`src/rtl/muldiv_seq_if.sv`:
```
// Decode-side handshake bundle for the RV32M multi-cycle sequencer.
// master = decode/datapath side, slave = muldiv_seq.
interface muldiv_seq_if #(parameter int XLEN = 32);
  logic            start;
  logic [2:0]      funct3;
  logic [XLEN-1:0] op_a;
  logic [XLEN-1:0] op_b;
  logic [4:0]      rd_in;
  logic            kill;
  logic            stall;
  logic            busy;
  logic            result_valid;
  logic [XLEN-1:0] result;
  logic [4:0]      rd_out;

  modport master (output start, funct3, op_a, op_b, rd_in, kill,
                  input  stall, busy, result_valid, result, rd_out);
  modport slave  (input  start, funct3, op_a, op_b, rd_in, kill,
                  output stall, busy, result_valid, result, rd_out);
endinterface

```
`src/rtl/muldiv_seq.sv`:
```
// RV32M sequencer: radix-2 shift-add multiply / restoring divide on unsigned magnitudes.
// Optional MULDIV_FAST_MUL_EN: MUL-class ops use a one-cycle combinational multiplier.
module muldiv_seq #(
    parameter int XLEN = 32
) (
    input logic         clk,
    input logic         rst,
    muldiv_seq_if.slave bus
);
    typedef enum logic [1:0] {IDLE, ITER, FIX, DONE} state_t;
    localparam int CW = $clog2(XLEN);

    state_t          state;
    logic [2:0]      f3;
    logic [CW-1:0]   cnt;
    logic [XLEN-1:0] hi, lo, dvs;
    logic            neg_q, neg_r;
    logic [XLEN-1:0] result;
    logic [4:0]      rd_out;
    logic            result_valid, busy;

    logic idle_like, accept;
    assign idle_like = (state == IDLE) || (state == DONE);
    assign accept    = bus.start & idle_like & ~bus.kill;
    assign bus.stall = rst & (accept | (state == ITER) | (state == FIX));

    // Operand signedness: a is signed for MULH/MULHSU/DIV/REM, b for MULH/DIV/REM.
    logic sa, sb, a_neg, b_neg, is_div, dz, ovf;
    logic [XLEN-1:0] a_mag, b_mag, spec_res;
    assign sa     = (bus.funct3 == 3'b001) | (bus.funct3 == 3'b010) |
                    (bus.funct3 == 3'b100) | (bus.funct3 == 3'b110);
    assign sb     = (bus.funct3 == 3'b001) | (bus.funct3 == 3'b100) | (bus.funct3 == 3'b110);
    assign a_neg  = sa & bus.op_a[XLEN-1];
    assign b_neg  = sb & bus.op_b[XLEN-1];
    assign a_mag  = a_neg ? -bus.op_a : bus.op_a;
    assign b_mag  = b_neg ? -bus.op_b : bus.op_b;
    assign is_div = bus.funct3[2];
    assign dz     = (bus.op_b == '0);
    assign ovf    = sb & (bus.op_a == {1'b1, {(XLEN-1){1'b0}}}) & (&bus.op_b);

    always_comb begin
        spec_res = '0;
        if (dz) spec_res = bus.funct3[1] ? bus.op_a : '1;
        else    spec_res = bus.funct3[1] ? '0 : bus.op_a;
    end

`ifdef MULDIV_FAST_MUL_EN
    logic [2*XLEN-1:0] fmag, fprod;
    logic [XLEN-1:0]   fres;
    assign fmag  = {{XLEN{1'b0}}, a_mag} * {{XLEN{1'b0}}, b_mag};
    assign fprod = (a_neg ^ b_neg) ? -fmag : fmag;
    assign fres  = (bus.funct3[1:0] == 2'b00) ? fprod[XLEN-1:0] : fprod[2*XLEN-1:XLEN];
`endif

    // One engine step: multiply adds dvs into hi when lo[0] set, then shifts right;
    // divide shifts {hi,lo} left and subtracts dvs from the partial remainder.
    logic [XLEN:0] msum, rtmp, diff;
    assign msum = {1'b0, hi} + (lo[0] ? {1'b0, dvs} : '0);
    assign rtmp = {hi, lo[XLEN-1]};
    assign diff = rtmp - {1'b0, dvs};

    logic [2*XLEN-1:0] prod_s;
    logic [XLEN-1:0]   q_s, r_s, fix_res;
    assign prod_s = neg_q ? -{hi, lo} : {hi, lo};
    assign q_s    = neg_q ? -lo : lo;
    assign r_s    = neg_r ? -hi : hi;

    always_comb begin
        fix_res = '0;
        if (f3[2])                fix_res = f3[1] ? r_s : q_s;
        else if (f3[1:0] == 2'b00) fix_res = prod_s[XLEN-1:0];
        else                      fix_res = prod_s[2*XLEN-1:XLEN];
    end

    always_ff @(posedge clk or negedge rst) begin
        if (!rst) begin
            state        <= IDLE;
            f3           <= '0;
            cnt          <= '0;
            hi           <= '0;
            lo           <= '0;
            dvs          <= '0;
            neg_q        <= 1'b0;
            neg_r        <= 1'b0;
            result       <= '0;
            rd_out       <= '0;
            result_valid <= 1'b0;
            busy         <= 1'b0;
        end else begin
            result_valid <= 1'b0;
            case (state)
                IDLE, DONE: begin
                    state <= IDLE;
                    busy  <= 1'b0;
                    if (accept) begin
                        f3     <= bus.funct3;
                        rd_out <= bus.rd_in;
                        cnt    <= '0;
                        neg_q  <= a_neg ^ b_neg;
                        neg_r  <= a_neg;
                        if (is_div && (dz || ovf)) begin
                            result       <= spec_res;
                            result_valid <= 1'b1;
                            state        <= DONE;
                        end
`ifdef MULDIV_FAST_MUL_EN
                        else if (!is_div) begin
                            result       <= fres;
                            result_valid <= 1'b1;
                            state        <= DONE;
                        end
`endif
                        else begin
                            state <= ITER;
                            busy  <= 1'b1;
                            hi    <= '0;
                            lo    <= a_mag;
                            dvs   <= b_mag;
                        end
                    end
                end
                ITER: begin
                    if (bus.kill) begin
                        state <= IDLE;
                        busy  <= 1'b0;
                    end else begin
                        if (f3[2]) begin
                            if (!diff[XLEN]) begin
                                hi <= diff[XLEN-1:0];
                                lo <= {lo[XLEN-2:0], 1'b1};
                            end else begin
                                hi <= rtmp[XLEN-1:0];
                                lo <= {lo[XLEN-2:0], 1'b0};
                            end
                        end else begin
                            {hi, lo} <= {msum, lo[XLEN-1:1]};
                        end
                        cnt <= cnt + 1'b1;
                        if (cnt == CW'(XLEN-1)) state <= FIX;
                    end
                end
                FIX: begin
                    busy <= 1'b0;
                    if (bus.kill) begin
                        state <= IDLE;
                    end else begin
                        result       <= fix_res;
                        result_valid <= 1'b1;
                        state        <= DONE;
                    end
                end
                default: state <= IDLE;
            endcase
        end
    end

    assign bus.busy         = busy;
    assign bus.result_valid = result_valid;
    assign bus.result       = result;
    assign bus.rd_out       = rd_out;
endmodule

```
`src/flat_wrapper.sv`:
```
// flat-port wrapper written by rule: the top's interface ports become plain ports
module muldiv_seq_flat 
#(
    parameter int XLEN = 32
)
  (clk, rst, bus_start, bus_funct3, bus_op_a, bus_op_b, bus_rd_in, bus_kill, bus_stall, bus_busy, bus_result_valid, bus_result, bus_rd_out);
  muldiv_seq_if #(.XLEN(XLEN)) bus_i ();
  input logic clk;
  input logic rst;
  input wire logic [$bits(bus_i.start)-1:0] bus_start;
  input wire logic [$bits(bus_i.funct3)-1:0] bus_funct3;
  input wire logic [$bits(bus_i.op_a)-1:0] bus_op_a;
  input wire logic [$bits(bus_i.op_b)-1:0] bus_op_b;
  input wire logic [$bits(bus_i.rd_in)-1:0] bus_rd_in;
  input wire logic [$bits(bus_i.kill)-1:0] bus_kill;
  output wire logic [$bits(bus_i.stall)-1:0] bus_stall;
  output wire logic [$bits(bus_i.busy)-1:0] bus_busy;
  output wire logic [$bits(bus_i.result_valid)-1:0] bus_result_valid;
  output wire logic [$bits(bus_i.result)-1:0] bus_result;
  output wire logic [$bits(bus_i.rd_out)-1:0] bus_rd_out;
  assign bus_i.start = bus_start;
  assign bus_i.funct3 = bus_funct3;
  assign bus_i.op_a = bus_op_a;
  assign bus_i.op_b = bus_op_b;
  assign bus_i.rd_in = bus_rd_in;
  assign bus_i.kill = bus_kill;
  assign bus_stall = bus_i.stall;
  assign bus_busy = bus_i.busy;
  assign bus_result_valid = bus_i.result_valid;
  assign bus_result = bus_i.result;
  assign bus_rd_out = bus_i.rd_out;
  muldiv_seq #(.XLEN(XLEN)) u_core (.clk(clk), .rst(rst), .bus(bus_i));
endmodule
```
`config.mk`:
```
export PLATFORM = sky130hd
export DESIGN_NAME = muldiv_seq_flat
export DESIGN_NICKNAME = d
export VERILOG_FILES = /design/src/rtl/muldiv_seq_if.sv /design/src/rtl/muldiv_seq.sv /design/src/flat_wrapper.sv
export SDC_FILE = /design/constraint.sdc
export NUM_CORES = 1
export LEC_CHECK = 0
export CAP_MARGIN = 10
export CORE_AREA = 2 2 162 164
export DETAILED_ROUTE_END_ITERATION = 10
export DIE_AREA = 0 0 164 166
export GPL_TIMING_DRIVEN = 0
export PLACE_DENSITY = 0.87
export SYNTH_ARGS = -nofsm -noshare
export SYNTH_HDL_FRONTEND = slang
export SYNTH_SLANG_ARGS = --single-unit
```
`constraint.sdc`:
```
create_clock -name clk -period 6.2 [get_ports clk]
set_input_delay 1.55 -clock clk [delete_from_list [all_inputs] [get_ports clk]]
set_output_delay 1.55 -clock clk [all_outputs]
set_load 0.03 [all_outputs]
```
**Word-level counts from Yosys, hierarchy flattened**

Cells that the tools add are included.

- Equal/unequal tests: 16
- Reductions and logical operators: 15
- Divide/modulo/power cells: 0
- Magnitude comparators: 0
- Shift operators: 0
- Multiplexer cells: 45
- Add/sub/neg operators: 8
- Bitwise gates (word level): 17
- $mul: 0

Operators by type and width:

| operator | number |
|---|---|
| two-way mux 32 bit | 23 |
| case mux 32 bit (2 select lines) | 3 |
| negator 32 bit | 4 |
| two-way mux 64 bit | 1 |
| negator 64 bit | 1 |
| adder 32 x 33 -> 33 bit | 1 |
| subtractor 33 x 32 -> 33 bit | 1 |
| == test 32 bit, second input constant | 1 |
| logical NOT 32 bit | 1 |
| AND reduction 32 bit | 1 |
| two-way mux 2 bit | 5 |
| two-way mux 5 bit | 2 |
| case mux 5 bit (2 select lines) | 1 |
| != test 2 bit, second input constant | 4 |
| AND reduction 4 bit | 2 |
| AND 1 bit | 7 |
| two-way mux 1 bit | 7 |
| OR 1 bit | 7 |
| == test 3 bit, second input constant | 2 |
| case mux 2 bit (3 select lines) | 1 |
| AND reduction 3 bit | 2 |
| adder 5 x 1 -> 5 bit, second input constant | 1 |
| == test 5 bit, second input constant | 1 |
| == test 2 bit, second input constant | 2 |
| other kinds (15) | 20 |

- Bits in latches: 0
- RAM bits: 0
- Memory bits (read-only): 0
- Register bits after elaboration: 147
- Memories: 0
- Word-level logic and storage cells: 113
- Output and inout bits: 40
- Input bits: 76

**Longest topological paths before layout**

- Word-level depth: 10
- Depth in mapped cells: 14
- Mapped depth without buffers: 13

**Worst setup path before layout**

Ideal clock, no wire load.

- Kind: in2out
- Start: in bus_start
- End: out bus_stall
- Buffers on the path: 1
- Setup slack: 2.063 ns
- Data arrival time: 2.587 ns
- Cell stages on the path: 5
- Data required time: 4.650 ns
- Cell sequence: inv_1 nor2_1 and2_1 clkbuf_1 o31a_1

- Cells in the longest elaborated chain, start to end: 5

RTL lines:

| item | line | source |
|---|---|---|
| start: declaration | flat_wrapper.sv:10 | `input wire logic [$bits(bus_i.start)-1:0] bus_start;` |
| AND 1 bit (2 in series) | muldiv_seq.sv:24 | `assign accept = bus.start & idle_like & ~bus.kill;` |
| OR 1 bit (2 in series) | muldiv_seq.sv:25 | `assign bus.stall = rst & (accept \| (state == ITER) \| (state == FIX));` |
| AND 1 bit | muldiv_seq.sv:25 |  |
| end: declaration | flat_wrapper.sv:16 | `output wire logic [$bits(bus_i.stall)-1:0] bus_stall;` |

Every way passes these cells.

**Worst setup path after layout**

Same ends and word-level chain as after synthesis.

==> impl_metrics.prom <==
# TYPE chip_impl_metric gauge
chip_impl_info{name="worstHoldStart",value="u_core.bus.rd_out[4]$_DFFE_PN0P_"} 1
chip_impl_metric{name="first_global_vias",unit=""} 15790
chip_impl_metric{name="final_wtd_congestion",unit=""} 1.064
chip_impl_metric{name="synth.mux.area_fraction",unit="%"} 3.074
chip_impl_metric{name="route.detailed.vias_per_inst",unit=""} 6.786
chip_impl_metric{name="share_of_the_synthesized_area_in_compound_gates_ao_oa_aoi_oai",unit="%"} 26.62
chip_impl_metric{name="global_route.overflow_total",unit=""} 0
chip_impl_metric{name="synth-xor-area-share",unit="%"} 11.14
chip_impl_metric{name="met1_usage",unit="%"} 49.61
chip_impl_metric{name="remaining_drc_errors",unit=""} 2
chip_impl_info{name="critical_path.reg2reg.startpoint",value="u_core.lo[0]$_DFFE_PN0P_"} 1
chip_impl_info{name="clock_tree_from_tritoncts",value="built"} 1
chip_impl_info{name="outcome",value="finished, violations left"} 1
chip_impl_metric{name="num_vias",unit=""} 16670
chip_impl_metric{name="post-route-worst-setup-slack",unit="ns"} 0.4956
chip_impl_metric{name="htree_num_levels",unit=""} 4
chip_impl_metric{name="initial_util",unit="%"} 58.62
chip_impl_metric{name="synth.yosys.seq_area_share",unit="%"} 24.50
chip_impl_metric{name="placement_rows",unit=""} 59
chip_impl_metric{name="post_synth_net_total",unit=""} 2125
chip_impl_metric{name="synth.distinct_cells",unit=""} 95
chip_impl_metric{name="routed_wirelength",unit="mm"} 57.43
chip_impl_metric{name="drt-wirelength-per-cell",unit="um"} 23.38
chip_impl_metric{name="pre_cts_ws",unit="ns"} 0.5640
chip_impl_metric{name="antenna_cells_inserted",unit=""} 0
chip_impl_metric{name="cell_area_after_synthesis",unit="mm2"} 0.01502
chip_impl_metric{name="cp_max_fo",unit=""} 10
chip_impl_metric{name="die-height",unit="um"} 166
chip_impl_metric{name="final_layout_worst_hold_slack",unit="ns"} 0.4724
chip_impl_metric{name="layout.nets",unit=""} 2259
chip_impl_info{name="cts_root_buffer",value="sky130_fd_sc_hd__clkbuf_16"} 1
chip_impl_metric{name="clkSlewWorstSetupHoldPaths",unit="ns"} 0.07
chip_impl_metric{name="reg2regPathDepth",unit=""} 13
chip_impl_info{name="holdCritPathClass",value="reg2reg"} 1
chip_impl_metric{name="core_area",unit="mm2"} 0.02562
chip_impl_info{name="timing.critical_path.cells",value="clkdlybuf4s50_1 > inv_1 > nor2_1 > and2_1 > clkbuf_1 > o31a_1 > clkdlybuf4s50_1"} 1
chip_impl_metric{name="post-dp-hpwl",unit="mm"} 44.31
chip_impl_metric{name="numCtsBuffers",unit=""} 17
chip_impl_metric{name="detailedRoute.firstIterationViolations",unit=""} 2347
chip_impl_metric{name="syn-mean-instance-area",unit="um2"} 7.607
chip_impl_info{name="violations",value="design-rule violations"} 1
chip_impl_metric{name="critical-path-max-stage-delay",unit="ns"} 0.70
chip_impl_metric{name="share_of_flip_flops_with_an_asynchronous_set_or_reset",unit="%"} 100.0
chip_impl_info{name="grt-busiest-layer",value="met2"} 1
chip_impl_metric{name="use_met2",unit="%"} 65.60
chip_impl_metric{name="synth_edf_count",unit=""} 0
chip_impl_metric{name="fin_skew",unit="ns"} 0.01289
chip_impl_metric{name="power.static_leakage",unit="nW"} 7.130
chip_impl_metric{name="ys_warn_count",unit=""} 0
chip_impl_metric{name="power-per-cell-area",unit="mW/mm2"} 591.6
chip_impl_metric{name="fin_crit_sh",unit="%"} 92.01
chip_impl_metric{name="post_syn_instances",unit=""} 1974
chip_impl_metric{name="critPathArrivalTime",unit="ns"} 4.15
chip_impl_metric{name="timing.max_cap.violations",unit=""} 0
chip_impl_metric{name="number_of_flip_flops_and_latches_in_the_synthesized_netlist",unit=""} 147
chip_impl_metric{name="first_pass_iters",unit=""} 11
chip_impl_info{name="worst_setup_sp",value="bus_start"} 1
chip_impl_info{name="critical_path.slowest_cell",value="sky130_fd_sc_hd__clkdlybuf4s50_1"} 1
chip_impl_metric{name="antenna_violations_before_repair",unit=""} 2
chip_impl_info{name="ys_dominant_reg_cell",value="sky130_fd_sc_hd__dfrtp_1"} 1
chip_impl_info{name="timing_worst_setup_path_type",value="in2out"} 1
chip_impl_metric{name="timing_worst_slew_pin_value",unit="ns"} 0.9825
chip_impl_metric{name="fin_tns_setup",unit="ns"} 0
chip_impl_metric{name="crit_required",unit="ns"} 4.65
chip_impl_metric{name="relative_slew_slack",unit="%"} 32.81
chip_impl_info{name="synth_top_family_by_area",value="compound AO/OA/AOI/OAI gates"} 1
chip_impl_metric{name="setup_viol_count_final",unit=""} 0
chip_impl_metric{name="clock_path_buffers",unit=""} 2
chip_impl_info{name="rsz_0062_raised_after_global_routing",value="false"} 1
chip_impl_metric{name="final_hold_viol_count",unit=""} 0
chip_impl_metric{name="area_fraction_in_and_or_nand_and_nor_cells_after_synthesis",unit="%"} 21.09
chip_impl_metric{name="count_of_placed_standard_cells_including_taps",unit=""} 2424
chip_impl_metric{name="io-pin-count",unit=""} 116
chip_impl_metric{name="fin_total_pwr",unit="W"} 0.01019
chip_impl_metric{name="share_of_cells_above_drive_strength_1",unit="%"} 4.950
chip_impl_metric{name="port_buffers",unit=""} 114
chip_impl_info{name="setup.worst_path.end_class",value="output pin"} 1
chip_impl_metric{name="post-cts-setup-buffers",unit=""} 0
chip_impl_metric{name="worst_ir_drop_vdd",unit="mV"} 0.2668
chip_impl_metric{name="route.antenna.remaining_nets",unit=""} 0
chip_impl_metric{name="cts_hold_buf",unit=""} 0
chip_impl_metric{name="clock_sinks",unit=""} 147
chip_impl_metric{name="grt_use_total",unit="%"} 41.73
chip_impl_metric{name="synth-adder-area-share",unit="%"} 8.015
chip_impl_metric{name="grt_pass1_wl",unit="mm"} 87.42
chip_impl_metric{name="holdPathStages",unit=""} 2
chip_impl_metric{name="die-area",unit="mm2"} 0.02722
chip_impl_metric{name="grt_util_met3",unit="%"} 10.06
chip_impl_metric{name="timing.fmax",unit="MHz"} 175.3
chip_impl_metric{name="number_of_cells_in_the_finished_layout_apart_from_fillers",unit=""} 2456
chip_impl_info{name="setup.worst_path.start_class",value="input pin"} 1
chip_impl_metric{name="post_cts_resized",unit=""} 0
chip_impl_metric{name="clock_latency",unit="ns"} 0.45
chip_impl_metric{name="period_minus_slack",unit="ns"} 5.704
chip_impl_info{name="cpMostUsedCell",value="sky130_fd_sc_hd__clkdlybuf4s50_1"} 1
chip_impl_metric{name="area_delta_synth_final",unit="%"} 14.71
chip_impl_metric{name="pin_count_of_the_biggest_net_entering_global_routing",unit=""} 76
chip_impl_metric{name="fp.dieW",unit="um"} 164
chip_impl_metric{name="maxSlewViolCount",unit=""} 0
[layout by cell type (no fill, tap or decap), drive strengths merged, types with 11 or more instances in the layout]
cell / synthesis / routed
nand2: 258 / 258
a31oi: 26 / 26
o41ai: 16 / 16
xor2: 88 / 88
and2: 11 / 11
a211oi: 16 / 16
xnor2: 103 / 103
o21ai: 213 / 213
or2: 11 / 11
or3: 20 / 20
nand4: 18 / 18
nor3: 38 / 38
inv: 70 / 75
o211ai: 27 / 27
clkdlybuf4s50: 0 / 113
o221ai: 13 / 13
nand2b: 18 / 18
mux2i: 45 / 45
a21oi: 127 / 127
a221oi: 14 / 14
o31ai: 40 / 40
ha: 73 / 73
nand3: 44 / 44
o21a: 12 / 12
a21o: 33 / 33
dfrtp: 147 / 147
buf: 33 / 35
clkbuf: 101 / 120
nor4: 16 / 16
maj3: 25 / 25
or4: 18 / 18
a22oi: 18 / 18
nor2: 169 / 169
[cell usage after synthesis (18+ instances only)]
cell type	instances	share of area (%)
sky130_fd_sc_hd__nand2_1	257	6.4
sky130_fd_sc_hd__o21ai_0	192	6.4
sky130_fd_sc_hd__nor2_1	167	4.2
sky130_fd_sc_hd__dfrtp_1	147	24
sky130_fd_sc_hd__a21oi_1	127	4.2
sky130_fd_sc_hd__xnor2_1	103	6.0
sky130_fd_sc_hd__clkbuf_1	100	2.5
sky130_fd_sc_hd__xor2_1	88	5.1
sky130_fd_sc_hd__ha_1	73	6.1
sky130_fd_sc_hd__inv_1	69	1.7
sky130_fd_sc_hd__mux2i_1	45	3.0
sky130_fd_sc_hd__nand3_1	43	1.4
sky130_fd_sc_hd__o31ai_1	38	1.9
sky130_fd_sc_hd__nor3_1	34	1.1
sky130_fd_sc_hd__a21o_1	33	1.6
sky130_fd_sc_hd__o211ai_1	26	1.3
sky130_fd_sc_hd__a31oi_1	25	1.0
sky130_fd_sc_hd__maj3_1	25	1.7
sky130_fd_sc_hd__o21ai_1	21	0.70
sky130_fd_sc_hd__buf_2	19	0.63
sky130_fd_sc_hd__or3_1	19	0.79
sky130_fd_sc_hd__nand2b_1	18	0.75
sky130_fd_sc_hd__nand4_1	18	0.75
[metrics by stage]
stage	utilization [%]	instance area (um2)
2_1_floorplan	-	15020
3_3_place_gp	64.71	16580
3_5_place_dp	64.83	16610
4_1_cts	67.23	17220
5_1_grt	67.24	17230
6_report	67.24	17230
[area by class of cell]
| cell class | count | area [um2] |
|---|---|---|
| tap | 335 | 419.2 |
| buffer | 134 | 573.1 |
| clock inverter | 13 | 171.4 |
| multi-input combinational | 1623 | 10510 |
| fill | 2208 | 8391 |
| timing repair buffer | 115 | 1170 |
| clock buffer | 19 | 442.9 |
| sequential | 147 | 3679 |
| inverter | 70 | 262.8 |
[logic make-up (layout without fill, tap and decap cells)]
| group | after synthesis | count (layout) |
|---|---|---|
| compound gates | 623 | 623 |
| mux | 46 | 46 |
| fa+ha+maj | 100 | 100 |
| flops | 147 | 147 |
| buf+inv | 204 | 351 |
| simple gates | 663 | 663 |
| xor+xnor | 191 | 191 |
[routing by layer]
metal	vias up	share of wire [%]
li1	7407	-
met1	7703	36
met2	1210	44
met3	342	11
met4	4	8.7
met5	-	0.047
[registers in the layout, indices dropped and copies added (netlist names)]
register and flops:
u_core.neg_r 1, u_core.cnt 5, u_core.bus.result 32, u_core.lo 32, u_core.f3 3, u_core.bus.rd_out 5
u_core.neg_q 1, u_core.bus.result_valid 1, u_core.hi 32, u_core.dvs 32, u_core.bus.busy 1, u_core.state 2
[critical path, delay by kind of cell]
family	cells	cell delay [ns]
compound gates	1	0.28
buf+inv	4	1.82
simple gates	2	0.50
[report_power, final]
group	total [W]	internal, W	leakage (nW)	switching [W]
logic	0.00719	0.00252	4.98	0.00467
clock network	0.00113	0.000651	0.295	0.000475
registers	0.00187	0.00139	1.86	0.000480
[worst paths after layout]
check                                                   endpoint  slack, ns
max in group asynchronous              u_core.hi[31]$_DFFE_PN0P_       4.21
min in group asynchronous       u_core.bus.result[6]$_DFFE_PN0P_       1.13
worst min-delay path            u_core.bus.rd_out[4]$_DFFE_PN0P_       0.47
worst max-delay path                                   bus_stall       0.50
worst max register to register         u_core.hi[31]$_DFFE_PN0P_       1.30
worst min register to register  u_core.bus.rd_out[4]$_DFFE_PN0P_       0.47
No activity file was read; power rests on OpenSTA's default activity.
